File: src/rtl/nand_status_check.sv
// NAND read-status evaluator: polls SR[6], confirms SR[0], reports pass/fail.
// Optional STATUS_LOG_EN adds saturating write/erase fail counters.
module nand_status_check #(
  parameter int         POLL_MAX  = 256,
  parameter int         CONFIRM   = 2,
  parameter logic [4:0] ST_RDSR   = 5'd16,
  parameter logic [4:0] ST_BADBLK = 5'd17
) (
  input  logic       clk,
  input  logic       rst_n,
  input  logic [4:0] state,
  input  logic       en_write_page,
  input  logic       en_erase_page,
  input  logic       re1,
  input  logic [7:0] io_in,
  output logic       write_complete,
  output logic       write_fail,
  output logic [1:0] erase_success,
  output logic [7:0] status_byte,
  output logic       status_timeout
`ifdef STATUS_LOG_EN
  ,
  output logic [15:0] wr_fail_cnt,
  output logic [15:0] er_fail_cnt
`endif
);

  typedef enum logic [1:0] {IDLE, POLL, DONE} fsm_t;

  fsm_t       fsm;
  logic       re1_d;
  logic [8:0] poll_cnt;
  logic [1:0] ok_cnt;
  logic       last_fail;
  logic       verdict;
  logic       timeout_r;
  logic       op_wr;

  logic       sample;
  logic       active;
  logic       clear;
  logic [8:0] poll_nx;
  logic [1:0] ok_nx;
  logic       confirm;
  logic       to_hit;

  assign sample = re1 & ~re1_d;
  assign active = (state == ST_RDSR) &
                  (en_write_page ^ en_erase_page);
  assign clear  = !((state == ST_RDSR) || (state == ST_BADBLK)) ||
                  !(en_write_page || en_erase_page);
  assign poll_nx = (poll_cnt == 9'h1ff) ? poll_cnt : poll_cnt + 9'd1;
  assign to_hit  = int'(poll_nx) >= POLL_MAX;
  assign confirm = ok_nx == 2'(CONFIRM);

  // A ready byte whose SR[0] disagrees restarts the run at one.
  always_comb begin
    ok_nx = 2'd0;
    if (io_in[6]) begin
      if (ok_cnt == 2'd0 || io_in[0] == last_fail)
        ok_nx = ok_cnt + 2'd1;
      else
        ok_nx = 2'd1;
    end
  end

  always_ff @(posedge clk or negedge rst_n) begin
    if (!rst_n) begin
      fsm            <= IDLE;
      re1_d          <= 1'b1;
      poll_cnt       <= '0;
      ok_cnt         <= '0;
      last_fail      <= 1'b0;
      verdict        <= 1'b0;
      timeout_r      <= 1'b0;
      op_wr          <= 1'b0;
      write_complete <= 1'b0;
      write_fail     <= 1'b0;
      erase_success  <= 2'd0;
      status_byte    <= 8'd0;
      status_timeout <= 1'b0;
    end else begin
      re1_d <= re1;
      unique case (fsm)
        IDLE: begin
          if (active) begin
            poll_cnt  <= '0;
            ok_cnt    <= '0;
            last_fail <= 1'b0;
            op_wr     <= en_write_page;
            fsm       <= POLL;
          end
        end
        POLL: begin
          if (!active) begin
            fsm <= IDLE;
          end else if (sample) begin
            status_byte <= io_in;
            poll_cnt    <= poll_nx;
            ok_cnt      <= ok_nx;
            if (io_in[6]) last_fail <= io_in[0];
            if (confirm) begin
              fsm       <= DONE;
              verdict   <= io_in[0];
              timeout_r <= 1'b0;
            end else if (to_hit) begin
              fsm       <= DONE;
              verdict   <= 1'b1;
              timeout_r <= 1'b1;
            end
          end
        end
        DONE: begin
          if (clear) begin
            fsm            <= IDLE;
            write_complete <= 1'b0;
            write_fail     <= 1'b0;
            erase_success  <= 2'd0;
            status_timeout <= 1'b0;
          end else begin
            if (op_wr) begin
              write_complete <= 1'b1;
              write_fail     <= verdict;
            end else begin
              erase_success  <= verdict ? 2'd2 : 2'd1;
            end
            status_timeout <= timeout_r;
          end
        end
        default: fsm <= IDLE;
      endcase
    end
  end

`ifdef STATUS_LOG_EN
  logic fail_entry;

  assign fail_entry = (fsm == POLL) && active && sample &&
                      ((confirm && io_in[0]) || (!confirm && to_hit));

  always_ff @(posedge clk or negedge rst_n) begin
    if (!rst_n) begin
      wr_fail_cnt <= '0;
      er_fail_cnt <= '0;
    end else if (fail_entry) begin
      if (op_wr) begin
        if (wr_fail_cnt != 16'hffff) wr_fail_cnt <= wr_fail_cnt + 16'd1;
      end else begin
        if (er_fail_cnt != 16'hffff) er_fail_cnt <= er_fail_cnt + 16'd1;
      end
    end
  end
`endif

endmodule
File: config.mk
export PLATFORM = sky130hd
export DESIGN_NAME = nand_status_check
export DESIGN_NICKNAME = d
export VERILOG_FILES = /design/src/rtl/nand_status_check.sv
export SDC_FILE = /design/constraint.sdc
export NUM_CORES = 1
export LEC_CHECK = 0
export CELL_PAD_IN_SITES_DETAIL_PLACEMENT = 0
export CELL_PAD_IN_SITES_GLOBAL_PLACEMENT = 1
export CORE_MARGIN = 5
export CORE_UTILIZATION = 38
export DETAILED_ROUTE_END_ITERATION = 12
export GPL_TIMING_DRIVEN = 0
export HOLD_SLACK_MARGIN = 0.02
export PLACE_DENSITY = 0.77
export REMOVE_ABC_BUFFERS = 1
export SLEW_MARGIN = 20
export SYNTH_ARGS = -nofsm -noshare
export SYNTH_HDL_FRONTEND = slang
export SYNTH_SLANG_ARGS = --single-unit
File: constraint.sdc
create_clock -name clk -period 1.9 [get_ports clk]
set_input_delay 0.38 -clock clk [delete_from_list [all_inputs] [get_ports clk]]
set_output_delay 0.38 -clock clk [all_outputs]
set_load 0.005 [all_outputs]
## Word-level counts from Yosys, hierarchy flattened

Index checks and enable logic that the tools add are counted.

| cells by class | value |
|---|---|
| equality and inequality tests | 15 |
| multiplexer cells | 34 |
| reduce and logical (&&, ||, !) cells | 19 |
| magnitude comparators | 1 |
| $add $sub $neg | 2 |
| bitwise gates (word level) | 4 |

Operators with widths:

| operator | number |
|---|---|
| 9-bit 2-to-1 mux | 4 |
| 2-bit 2-to-1 mux | 14 |
| 9-bit case mux with 2 select lines | 1 |
| 1-bit 2-to-1 mux | 12 |
| 4-bit AND reduction | 3 |
| 5-bit equality test, second input constant | 2 |
| 2-bit inequality test, second input constant | 5 |
| 9-bit by 1-bit adder with 9-bit output, second input constant | 1 |
| 9-bit equality test, second input constant | 1 |
| 9-bit greater-or-equal comparator, second input constant | 1 |
| 2-bit case mux with 3 select lines | 1 |
| 2-bit AND reduction | 3 |
| 2-bit nonzero test | 3 |
| 5-bit AND reduction | 1 |
| 2-bit equality test, second input constant | 2 |
| 2-bit logical NOT | 2 |
| 1-bit logical OR | 4 |
| 4-bit inequality test, second input constant | 1 |
| 2-bit case mux with 2 select lines | 1 |
| 3-bit inequality test, second input constant | 1 |
| 3-bit AND reduction | 1 |
| 2-bit by 1-bit adder with 2-bit output, second input constant | 1 |
| 1-bit AND | 2 |
| 2-bit by 1-bit equality test with 1-bit output, second input constant | 1 |
| 6 further kinds | 7 |

| storage, ports and cells | value |
|---|---|
| input bits | 18 |
| logic and storage cells | 88 |
| flip-flop bits (word level) | 31 |
| output and inout port bits | 13 |

## Depth between registers and ports, before layout

| depth | value |
|---|---|
| word-level depth | 9 |
| depth in mapped cells | 7 |
| gate-level depth less buffers | 6 |

## Worst setup path after synthesis

OpenSTA, ideal clock, no wires.

| path | value |
|---|---|
| path type | input to register |
| from | in en_write_page |
| to | reg poll_cnt[3] |
| buffers on the path | 0 |
| arrival time | 1.752 ns |
| stages on the path | 6 |
| data required time | 1.822 ns |
| setup time | 0.078 ns |
| setup slack | 0.070 ns |
| cell sequence | inv_1 > ha_1 > nor3b_4 > o311ai_4 > or4_1 > a21oi_1 |

| on the way | value |
|---|---|
| cells in the longest elaborated chain, start to end | 4 |
| elaborated cells between the ends (all ways) | 5 |
| those cells by class | 2 x eq/ne; 2 x bitwise; 1 x reduce/logical |

RTL lines:

| item | line | source |
|---|---|---|
| start: declaration | 12 | `input logic en_write_page,` |
| 1-bit bitwise XOR (*) | 49 | `(en_write_page ^ en_erase_page);` |
| 1-bit AND (*) | 48 | `assign active = (state == ST_RDSR) &` |
| 2-bit inequality test (no source line) | - |  |
| 4-bit AND reduction (no source line) (*) | - |  |
| end signal: assignment | 99 | `poll_cnt <= poll_nx;` |
| end: declaration | 32 | `logic [8:0] poll_cnt;` |

Mark *: on every way between the ends. The rest lies on a longest branch, timed or not.
A chain may end at the register's enable or synchronous reset.

## Worst setup path in the final report

| path | value |
|---|---|
| from | in state[3] |
| to | reg poll_cnt[0] |

| on the way | value |
|---|---|
| cells in the longest elaborated chain, start to end | 4 |
| elaborated cells between the ends (all ways) | 5 |
| those cells by class | 3 x eq/ne; 1 x bitwise; 1 x reduce/logical |

RTL lines:

| item | line | source |
|---|---|---|
| start: declaration | 11 | `input logic [4:0] state,` |
| 5-bit equality test (*) | 48 |  |
| 1-bit AND (*) | 48 |  |
| 2-bit inequality test (no source line) | - |  |
| 4-bit AND reduction (no source line) (*) | - |  |

Marked as above.

==> results.ini <==
[outcome]
status=complete, no violations

[setup_path]
timing_worst_setup_path_type=in2reg
r2r-start=poll_cnt[0]$_DFFE_PN0P_
critPathRequiredTime_ns=2.10
timing.rr.end=poll_cnt[4]$_DFFE_PN0P_
start_kind=input pin
cp.arrival_ns=2.04
worst-r2r-cell-count=5
cp-end-kind=flop
r2r_setup_slack_ns=0.17
path_max_fanout=6

[floorplan]
die_w_microns=73.3
io_pins=31
die_h_microns=73.3
dieArea_sq_um=5380
start_util_pct=38.7
rows=23
core_area_sq_um=3940

[synth]
synth_top_family_by_area=simple AND/OR/NAND/NOR gates
ys_seq_area_share_pct=51.0
muxShareOfSynthArea_pct=0
synth_adder_area_share_pct=2.46
syn_inst=156
synth.cell_area_sq_um=1520
synthArstFlopShare_pct=100
yosysMostFrequentCell=nand2_1
synth-main-ff-cell=dfrtp_1
synth_top_area_share_pct=49.3
synth_common_cells=33 x nand2_1, 30 x dfrtp_1, 9 x a21oi_1, 9 x inv_1, 8 x o21ai_0
yosys_register_bits=31
synth_xor_area_share_pct=0.575
synth-simple-area-share_pct=22.2
avgSynthCellArea_sq_um=9.77
yosys.area.top_type=dfrtp_1
synth_edf_count=0
yosys_warnings=0
ys_types=38
synthTopCellsByArea=dfrtp_1 49%, nand2_1 8.1%, a21oi_1 3.0%, a32o_1 2.6%, o21ai_0 2.6%
synth_compound_area_share_pct=20.4

[power]
peakVddDrop_mv=0.400
cellLeakagePower_nw=0.932
powerDensity_nw_per_um2=633

[timing]
finalSetupViolCount=0
relSlewSlack_pct=54.5
timing.final.crit_share_pct=97.2
post-route-min-period_ns=1.85
worst_pin_slew_ns=0.683
finalHoldViolCount=0
fmax_mhz=542
whs_ns=0.140
drv_slew=0
skew_ns=0.00364

[grt]
grt_first_pass_wirelength_mm=6.51
first_global_vias=1432
grt_max_degree=32
antenna_found_initial=0
grt_usage_pct=15.5
grt_overflow=0

[detailed_routing]
drtIter0Drc=49
postRouteAntennaNets=0
post-route-drc-count=0
routedWlPerCell_microns=14.5
dr_total_vias=1327
routed_wl_mm=3.65
viasPerCell=5.27
dr.pass1.iters=4

[run]
drv_cap=0

[finish]
layout.nets=222
seqCellArea_sq_um=777
fillers=346
multiInputGateArea_sq_um=718
stdcell_area_sq_um=2060
antenna_cells=0
drive_gt1_share_pct=14.9
syn_to_final_growth_pct=35.2

[clocking]
h-tree-depth=2
cts-root-buf=clkbuf_8
clkSlewWorstSetupHoldPaths_ns=0.06
numCtsBuffers=5
cts_tree=built
clk_latency_ns=0.27
clkSinkCount=31
clockBufferDepth=2

[placed_design]
place_area_sq_um=1870
dp_hpwl_mm=2.48
place.port_buffers=30
place.gp.congestion=0.766

[worst_hold_path]
hp-class=in2async

layout make-up:
cell class / count / area share [%]
Sequential cell: 31 / 37.7
Multi-Input combinational cell: 112 / 34.9
Timing Repair Buffer: 42 / 18.9
Clock buffer: 8 / 3.89
Tap cell: 50 / 3.04
Inverter: 9 / 1.64
what timing repair did:
item	in CTS	in global routing
endpoints found under the hold margin	0	0
buffers inserted	11	1
resized for setup	5	6
pin swaps	7	0
setup endpoints to repair	24	6
hold buffers	0	0
layout by cell type, fill, tap and decap left out, drive strengths merged, types with 2 or more instances in the layout:
| master | netlist | layout |
|---|---|---|
| clkbuf | 3 | 8 |
| a21oi | 9 | 9 |
| o21ai | 8 | 8 |
| and3 | 2 | 2 |
| ha | 3 | 3 |
| inv | 9 | 9 |
| nand4 | 3 | 3 |
| a32o | 4 | 4 |
| o22a | 2 | 2 |
| buf | 1 | 13 |
| dfrtp | 30 | 30 |
| nor2b | 2 | 2 |
| dlygate4sd2 | 0 | 2 |
| nor2 | 7 | 7 |
| a31oi | 3 | 3 |
| or4 | 2 | 2 |
| o31ai | 3 | 3 |
| nand3 | 7 | 7 |
| clkdlybuf4s50 | 0 | 26 |
| nand2 | 33 | 33 |
| o311ai | 2 | 2 |
| a21o | 3 | 3 |
| or3 | 4 | 4 |
where the power goes:
group / internal [mW] / switching, mW
Clock: 0.260 / 0.223
Combinational: 0.0605 / 0.0594
Sequential: 0.680 / 0.0207
worst max path at each step:
stage	start	to	slack, ns	depth (start not counted)
after floorplan	en_write_page	verdict$_DFFE_PN0P_	-0.05	6
after global placement	en_write_page	verdict$_DFFE_PN0P_	-0.90	7
after detailed placement	en_write_page	verdict$_DFFE_PN0P_	-0.92	7
after CTS	state[2]	poll_cnt[5]$_DFFE_PN0P_	0.05	7
after global routing	en_write_page	poll_cnt[0]$_DFFE_PN0P_	-0.02	8
final	state[3]	poll_cnt[0]$_DFFE_PN0P_	0.05	7
critical path, stage by stage:
cell and delay, ns:
clkdlybuf4s50_1 0.44, nor4b_4 0.25, buf_4 0.17, o311ai_4 0.13, buf_6 0.16, or3_1 0.35
a21oi_1 0.16
per-layer routing:
layer | wire, microns | track usage, % | vias to the layer above
li1 | - | - | 656
met1 | 1580 | 17.7 | 628
met2 | 1770 | 26.9 | 39
met3 | 281 | 5.47 | 4
met4 | 25 | 5.03 | 0
met5 | 0 | 0 | -
stage by stage:
stage	power, mW	setup slack, ns	instances	TNS (ns)	util, %
detailed placement	0.825	-0.917	232	-14.26	47.3
global route	1.38	-0.0167	252	-0.0216	52.3
CTS	1.32	0.0520	251	0	51.6
global placement	0.822	-0.901	232	-17.33	47.4
finish	1.30	0.0537	252	0	52.3
floorplan	0.755	-0.0516	152	-0.0568	-
kinds of logic (layout without fill, tap and decap cells):
| group | after synthesis | after routing |
|---|---|---|
| AND/OR/NAND/NOR | 66 | 66 |
| AO/OA/AOI/OAI | 42 | 42 |
| flip-flops | 31 | 31 |
| buffers and inverters | 13 | 59 |
| adder cells (fa/ha/maj) | 3 | 3 |
| XOR/XNOR | 1 | 1 |
sequential cells by signal, summed over array words and instances (netlist names):
signal and flops:
poll_cnt 9, op_wr 1, write_fail 1, fsm 2, last_fail 1, verdict 1, re1_d 1, erase_success 2
timeout_r 1, status_timeout 1, ok_cnt 2, status_byte 8, write_complete 1
(Power assumes the default switching activity.)
